File: src/rtl/flag_register.sv
// N/Z/C/V flag register with an in-flight update pipeline from EX to commit.
// Forwards the youngest pending flags to the condition checker.
module flag_register #(
  parameter int unsigned PIPE_DEPTH = 2,
  parameter int unsigned CNT_W      = 16
) (
  input  logic             clk,
  input  logic             rst,
  input  logic             stall,
  input  logic             flush,
  input  logic             valid_e,
  input  logic             flag_write_e,
  input  logic [3:0]       alu_flags_e,
  output logic [3:0]       flags_cond,
  output logic [3:0]       flags_commit,
  output logic             pending,
  output logic [CNT_W-1:0] update_count
);

  localparam int unsigned FW = PIPE_DEPTH * 4;

  // Slot i lives in r_v[i] / r_flags[4*i +: 4]; slot 0 is the youngest.
  logic [PIPE_DEPTH-1:0] r_v;
  logic [FW-1:0]         r_flags;
  logic [3:0]            r_flags_commit;
  logic [CNT_W-1:0]      r_update_count;

  logic                  w_wr;
  logic                  w_adv;
  logic [3:0]            w_slot0_flags;
  logic [3:0]            w_flags_cond;
  logic [PIPE_DEPTH-1:0] w_v_scan;
  logic [FW-1:0]         w_f_scan;

  assign w_wr          = valid_e & flag_write_e & ~flush;
  // A flush squashes the EX write but still moves older updates toward commit.
  assign w_adv         = flush | ~stall;
  assign w_slot0_flags = flush ? 4'b0000 : alu_flags_e;

  always_ff @(posedge clk) begin
    if (!rst) begin
      r_v            <= '0;
      r_flags        <= '0;
      r_flags_commit <= 4'b0000;
      r_update_count <= '0;
    end else if (w_adv) begin
      r_v     <= PIPE_DEPTH'({r_v, w_wr});
      r_flags <= FW'({r_flags, w_slot0_flags});
      if (r_v[PIPE_DEPTH-1]) begin
        r_flags_commit <= r_flags[FW-1 -: 4];
        r_update_count <= r_update_count + CNT_W'(1);
      end
    end
  end

  // Walk from oldest to youngest so the youngest valid slot wins.
  always_comb begin
    w_flags_cond = r_flags_commit;
    w_v_scan     = r_v;
    w_f_scan     = r_flags;
    for (int unsigned i = 0; i < PIPE_DEPTH; i++) begin
      if (w_v_scan[PIPE_DEPTH-1]) begin
        w_flags_cond = w_f_scan[FW-1 -: 4];
      end
      w_v_scan = w_v_scan << 1;
      w_f_scan = w_f_scan << 4;
    end
  end

  assign flags_cond   = w_flags_cond;
  assign flags_commit = r_flags_commit;
  assign pending      = |r_v;
  assign update_count = r_update_count;

endmodule
File: config.mk
export PLATFORM = sky130hd
export DESIGN_NAME = flag_register
export DESIGN_NICKNAME = d
export VERILOG_FILES = /design/src/rtl/flag_register.sv
export SDC_FILE = /design/constraint.sdc
export NUM_CORES = 1
export LEC_CHECK = 0
export CORE_ASPECT_RATIO = 0.7
export CORE_MARGIN = 2
export CORE_UTILIZATION = 51
export DETAILED_ROUTE_END_ITERATION = 12
export HOLD_SLACK_MARGIN = 0.02
export PLACE_DENSITY = 0.84
export SETUP_SLACK_MARGIN = 0.02
export SYNTH_ARGS = -nofsm -noshare
export SYNTH_HDL_FRONTEND = slang
export SYNTH_SLANG_ARGS = --single-unit
export TNS_END_PERCENT = 10
File: constraint.sdc
create_clock -name clk -period 2.9 [get_ports clk]
set_input_delay 0.87 -clock clk [delete_from_list [all_inputs] [get_ports clk]]
set_output_delay 0.87 -clock clk [all_outputs]
set_load 0.05 [all_outputs]
Yosys cells after proc, flatten, opt, wreduce, memory -nomap -nowiden
Index checks and enable logic that the tools add are counted.
{"block": "classes", "add_sub_neg": 1, "muxes": 3, "n_bitwise": 5, "reduce_logical": 2}
{"op": "$add A16 B1 Y16 const B", "count": 1}
{"op": "$mux W4", "count": 3}
{"op": "$and A1 B1 Y1", "count": 2}
{"op": "$not A1 Y1", "count": 2}
{"op": "$reduce_and A2 Y1", "count": 1}
{"op": "$reduce_or A2 Y1", "count": 1}
{"op": "$or A1 B1 Y1", "count": 1}
{"block": "totals", "register_bits": 30, "in_bits": 10, "output_inout_bits": 25}

Longest topological paths before layout
{"block": "depth", "depth_word": 3, "depth_mapped": 6}

Least setup slack after synthesis
Ideal clock, no wire load.
{"block": "synth_path", "kind": "register to output", "startpoint": "reg r_v[1]", "endpoint": "out flags_cond[0]", "arrival_time_ns": 1.970, "required_time_ns": 2.030, "setup_slack_ns": 0.060, "stages_incl_launch_ff": 5, "cell_sequence": "dfxtp_1 -> buf_6 -> clkbuf_1 -> mux2i_1 -> o21ai_0"}
{"block": "synth_between", "elab_chain_cells": 2}
{"element": "start, declared", "line": "23", "text": "logic [PIPE_DEPTH-1:0] r_v;"}
{"element": "start signal, assigned", "line": "47", "text": "r_v <= PIPE_DEPTH'({r_v, w_wr});"}
{"element": "$mux W4"}
{"element": "$mux W4", "line": "62", "text": "if (w_v_scan[PIPE_DEPTH-1]) begin"}
{"element": "end, declared", "line": "14", "text": "output logic [3:0] flags_cond,"}
No other way between the ends.

Worst setup path in the final report
{"block": "layout_path", "startpoint": "reg r_update_count[8] (netlist: update_count[8])", "endpoint": "out update_count[8]"}
{"element": "start, declared", "line": "26", "text": "logic [CNT_W-1:0] r_update_count;"}
{"element": "start signal, assigned", "line": "51", "text": "r_update_count <= r_update_count + CNT_W'(1);"}
{"element": "end, declared", "line": "17", "text": "output logic [CNT_W-1:0] update_count"}
No word-level cell between the ends.

==> key figures <==
Floorplanning
  • CORE AREA: 0.002496 mm2
  • Die width: 65.64 um
  • Die Area: 0.003094 mm2
  • Rows: 15
  • Die Ht: 47.15 um
  • Io pins: 35
  • Initial core utilization: 54.34%

Clock tree
  • Hold-fix buffers, CTS: 0
  • Clk root buf: clkbuf_8
  • CTS max path bufs: 2
  • CTS tree: yes
  • CTS Buf Count: 5
  • CTS resizes: 0
  • Register clock-pin slew on the reported worst setup and hold paths: around 60 ps
  • Clock insertion delay at the later pin of the skew report: 280 ps
  • H-Tree Depth: 2
  • Clock sink count: 30
  • Post-CTS Repair Setup Buffers: 0

Drt
  • Via density: 5.566
  • DRC: 0
  • DR pass1 iterations: 4
  • Detailed-route wire length: about 3.2 mm
  • DRT met1 WL: 1.348 mm
  • Wire length per cell: 13.90 um
  • Wire length on met3: approximately 190 um
  • Initial DRC count: 58
  • Wire length on met2: ~1.6 mm
  • Vias after detailed routing: 1269
  • Top sig layer: met4
  • Remaining antenna violation count: 0

STA
  • Period minus WS final: ~2500 ps
  • Pins Over Slew Limit: 0
  • Final period utilization: a little under nine tenths
  • Setup ws final: 407.8 ps
  • Hold Vio Cnt, Final: 0
  • Worst slew pin tran: between 700 and 800 ps
  • Final setup viols: 0
  • Clk_skew: 6.087 ps
  • Slew margin rel.: 49.85%
  • Fin Setup TNS: 0 ps
  • F_max: between 400 and 500 MHz
  • RSZ-0062 raised after global routing: no

Placed design
  • DP Worst Slack: approximately 390 ps
  • IO buf count: 34
  • Post-DP HPWL: roughly 2.3 mm
  • Gpl congestion: 0.8007

Power and ir drop
  • Pwr Density: 449.9 mW/mm2
  • VDD IR max: 0.3289 mV
  • Static Leakage: 0.6243 nW

Finish
  • Filler Cells Inserted: 194
  • Most frequent cells in the layout: dfxtp_1 (30), clkdlybuf4s50_1 (29), nand2_1 (25)
  • Layout area overhead: 31.64%
  • Commonest non-fill, non-tap cell in the layout: dfxtp_1
  • Final #Nets: 204
  • Fraction of layout instances using a drive strength above 1: 11.34%
  • # diodes: 0
  • Multi-input logic area: 696.9 um2
  • Storage cell area: roughly 600 um2

Synthesis
  • Synth warn: 0
  • Yosys cell types: 28
  • Synthesized area: approximately 0.0014 mm2
  • Syn nets: 168
  • Synth async-reset ratio: 0%
  • Mapped Avg Cell Area: about 8.6 um2
  • Post-Syn Instances: 157
  • #FFs+latches synth: 30
  • Seq/Total Area, Yosys: 44.28%
  • Top_reg_cell synth: dfxtp_1
  • Number of synthesized flops with an enable pin: 0

Global route
  • Initial antenna violation count: 0
  • First-pass GRT wire length: between 5 and 6 mm
  • Gr usage total: 23.02%
  • Largest net degree at the start of global routing: 26
  • Remaining Overflow, GRT: 0
  • Via count of the first global-routing pass: 1190

Setup path
  • Type of origin of the critical path: flop
  • RR Startpoint: update_count[0]
  • CP Launch Point: update_count[8]
  • CP peak stage delay: 860 ps
  • Critical path arrival: 1620 ps
  • R2R setup slack: 1120 ps
  • Crit Path Max Fanout: 6
  • Critical path class: reg -> out
  • Crit path buffers/inverters: 1
  • Critical Path, Cell by Cell: clkdlybuf4s50_1
  • CP max-delay cell: clkdlybuf4s50_1
  • Worst Path Required: 2030 ps
  • Critical path's top delay family: buffers and inverters
  • CP endpoint kind: primary output

Worst hold path
  • Min-delay src: r_flags[2]
  • Hold/Removal Path Class: reg -> reg

Flow run
  • Max-Cap Viols: 0

Status
  • Status: completed
where the power goes:
part           switching (W)  leakage (nW)  internal, W
sequential        0.00000427         0.242     0.000416
combinational      0.0000228         0.334    0.0000200
clock               0.000150        0.0482     0.000191
cell families (layout without fill, tap and decap cells):
| group | after synthesis | after routing | share of synthesized area [%] |
|---|---|---|---|
| AND/OR/NAND/NOR | 70 | 70 | 27.95 |
| AO/OA/AOI/OAI | 33 | 33 | 12.73 |
| flip-flops | 30 | 30 | 44.28 |
| buffers and inverters | 9 | 46 | 4.335 |
| multiplexers | 8 | 8 | 5.904 |
| XOR/XNOR | 6 | 6 | 3.875 |
| adder cells (fa/ha/maj) | 1 | 1 | 0.9224 |
synthesized netlist by cell type (all sizes together), types with 3 or more instances:
| cell type | instances | area [um2] |
|---|---|---|
| dfxtp | 30 | 600.6 |
| nand2 | 25 | 93.84 |
| a21oi | 20 | 100.1 |
| nor2 | 12 | 45.04 |
| nand3 | 11 | 72.57 |
| o21ai | 10 | 50.05 |
| mux2i | 8 | 80.08 |
| clkbuf | 6 | 32.53 |
| or3 | 6 | 38.79 |
| xor2 | 6 | 52.55 |
| nand4 | 5 | 46.29 |
| o31ai | 3 | 22.52 |
| or4 | 3 | 22.52 |
worst register-to-register path: cells and delay by family, from the launching register on:
kind | cells | cell delay [ps]
flops | 1 | 420
simple gates | 3 | 900
compound gates | 1 | 180
fa+ha+maj | 1 | 200
final cells by class:
| type | count | area share (%) |
|---|---|---|
| multi-input cells | 118 | 39.03 |
| flip-flops and latches | 30 | 33.64 |
| repair buffers | 37 | 19.62 |
| clock buffers | 7 | 4.835 |
| well taps | 34 | 2.383 |
| clock inverters | 1 | 0.2803 |
| inverters | 1 | 0.2102 |
final timing paths:
kind	depth (start not counted)	endpoint
setup / recovery	1	update_count[8]
hold / removal	2	r_flags[6]
setup reg to reg	5	update_count[14]
hold reg to reg	2	r_flags[6]
through the flow:
stage               instance area (um2)  cells  hold slack, ps  total power, W  util [%]
floorplan                          1356    157           444.7       0.0004540         -
CTS                                1785    228           479.3       0.0008093     71.53
global placement                   1694    220           459.8       0.0004697     67.87
global route                       1785    228           503.2       0.0008311     71.53
detailed placement                 1694    220           472.1       0.0004714     67.87
finish                             1785    228           478.7       0.0008033     71.53
layer usage:
| layer | up-vias | track usage [%] |
|---|---|---|
| li1 | 623 | - |
| met2 | 46 | 42.63 |
| met3 | 5 | 6.475 |
| met4 | 0 | 7.083 |
| met5 | - | 0 |
| met1 | 595 | 26.70 |
sequential cells by signal, summed over array words and instances, names as in the netlist:
signal and count:
r_v 2, r_flags 8, update_count 16, flags_commit 4
No activity file was read; power rests on OpenSTA's default activity.
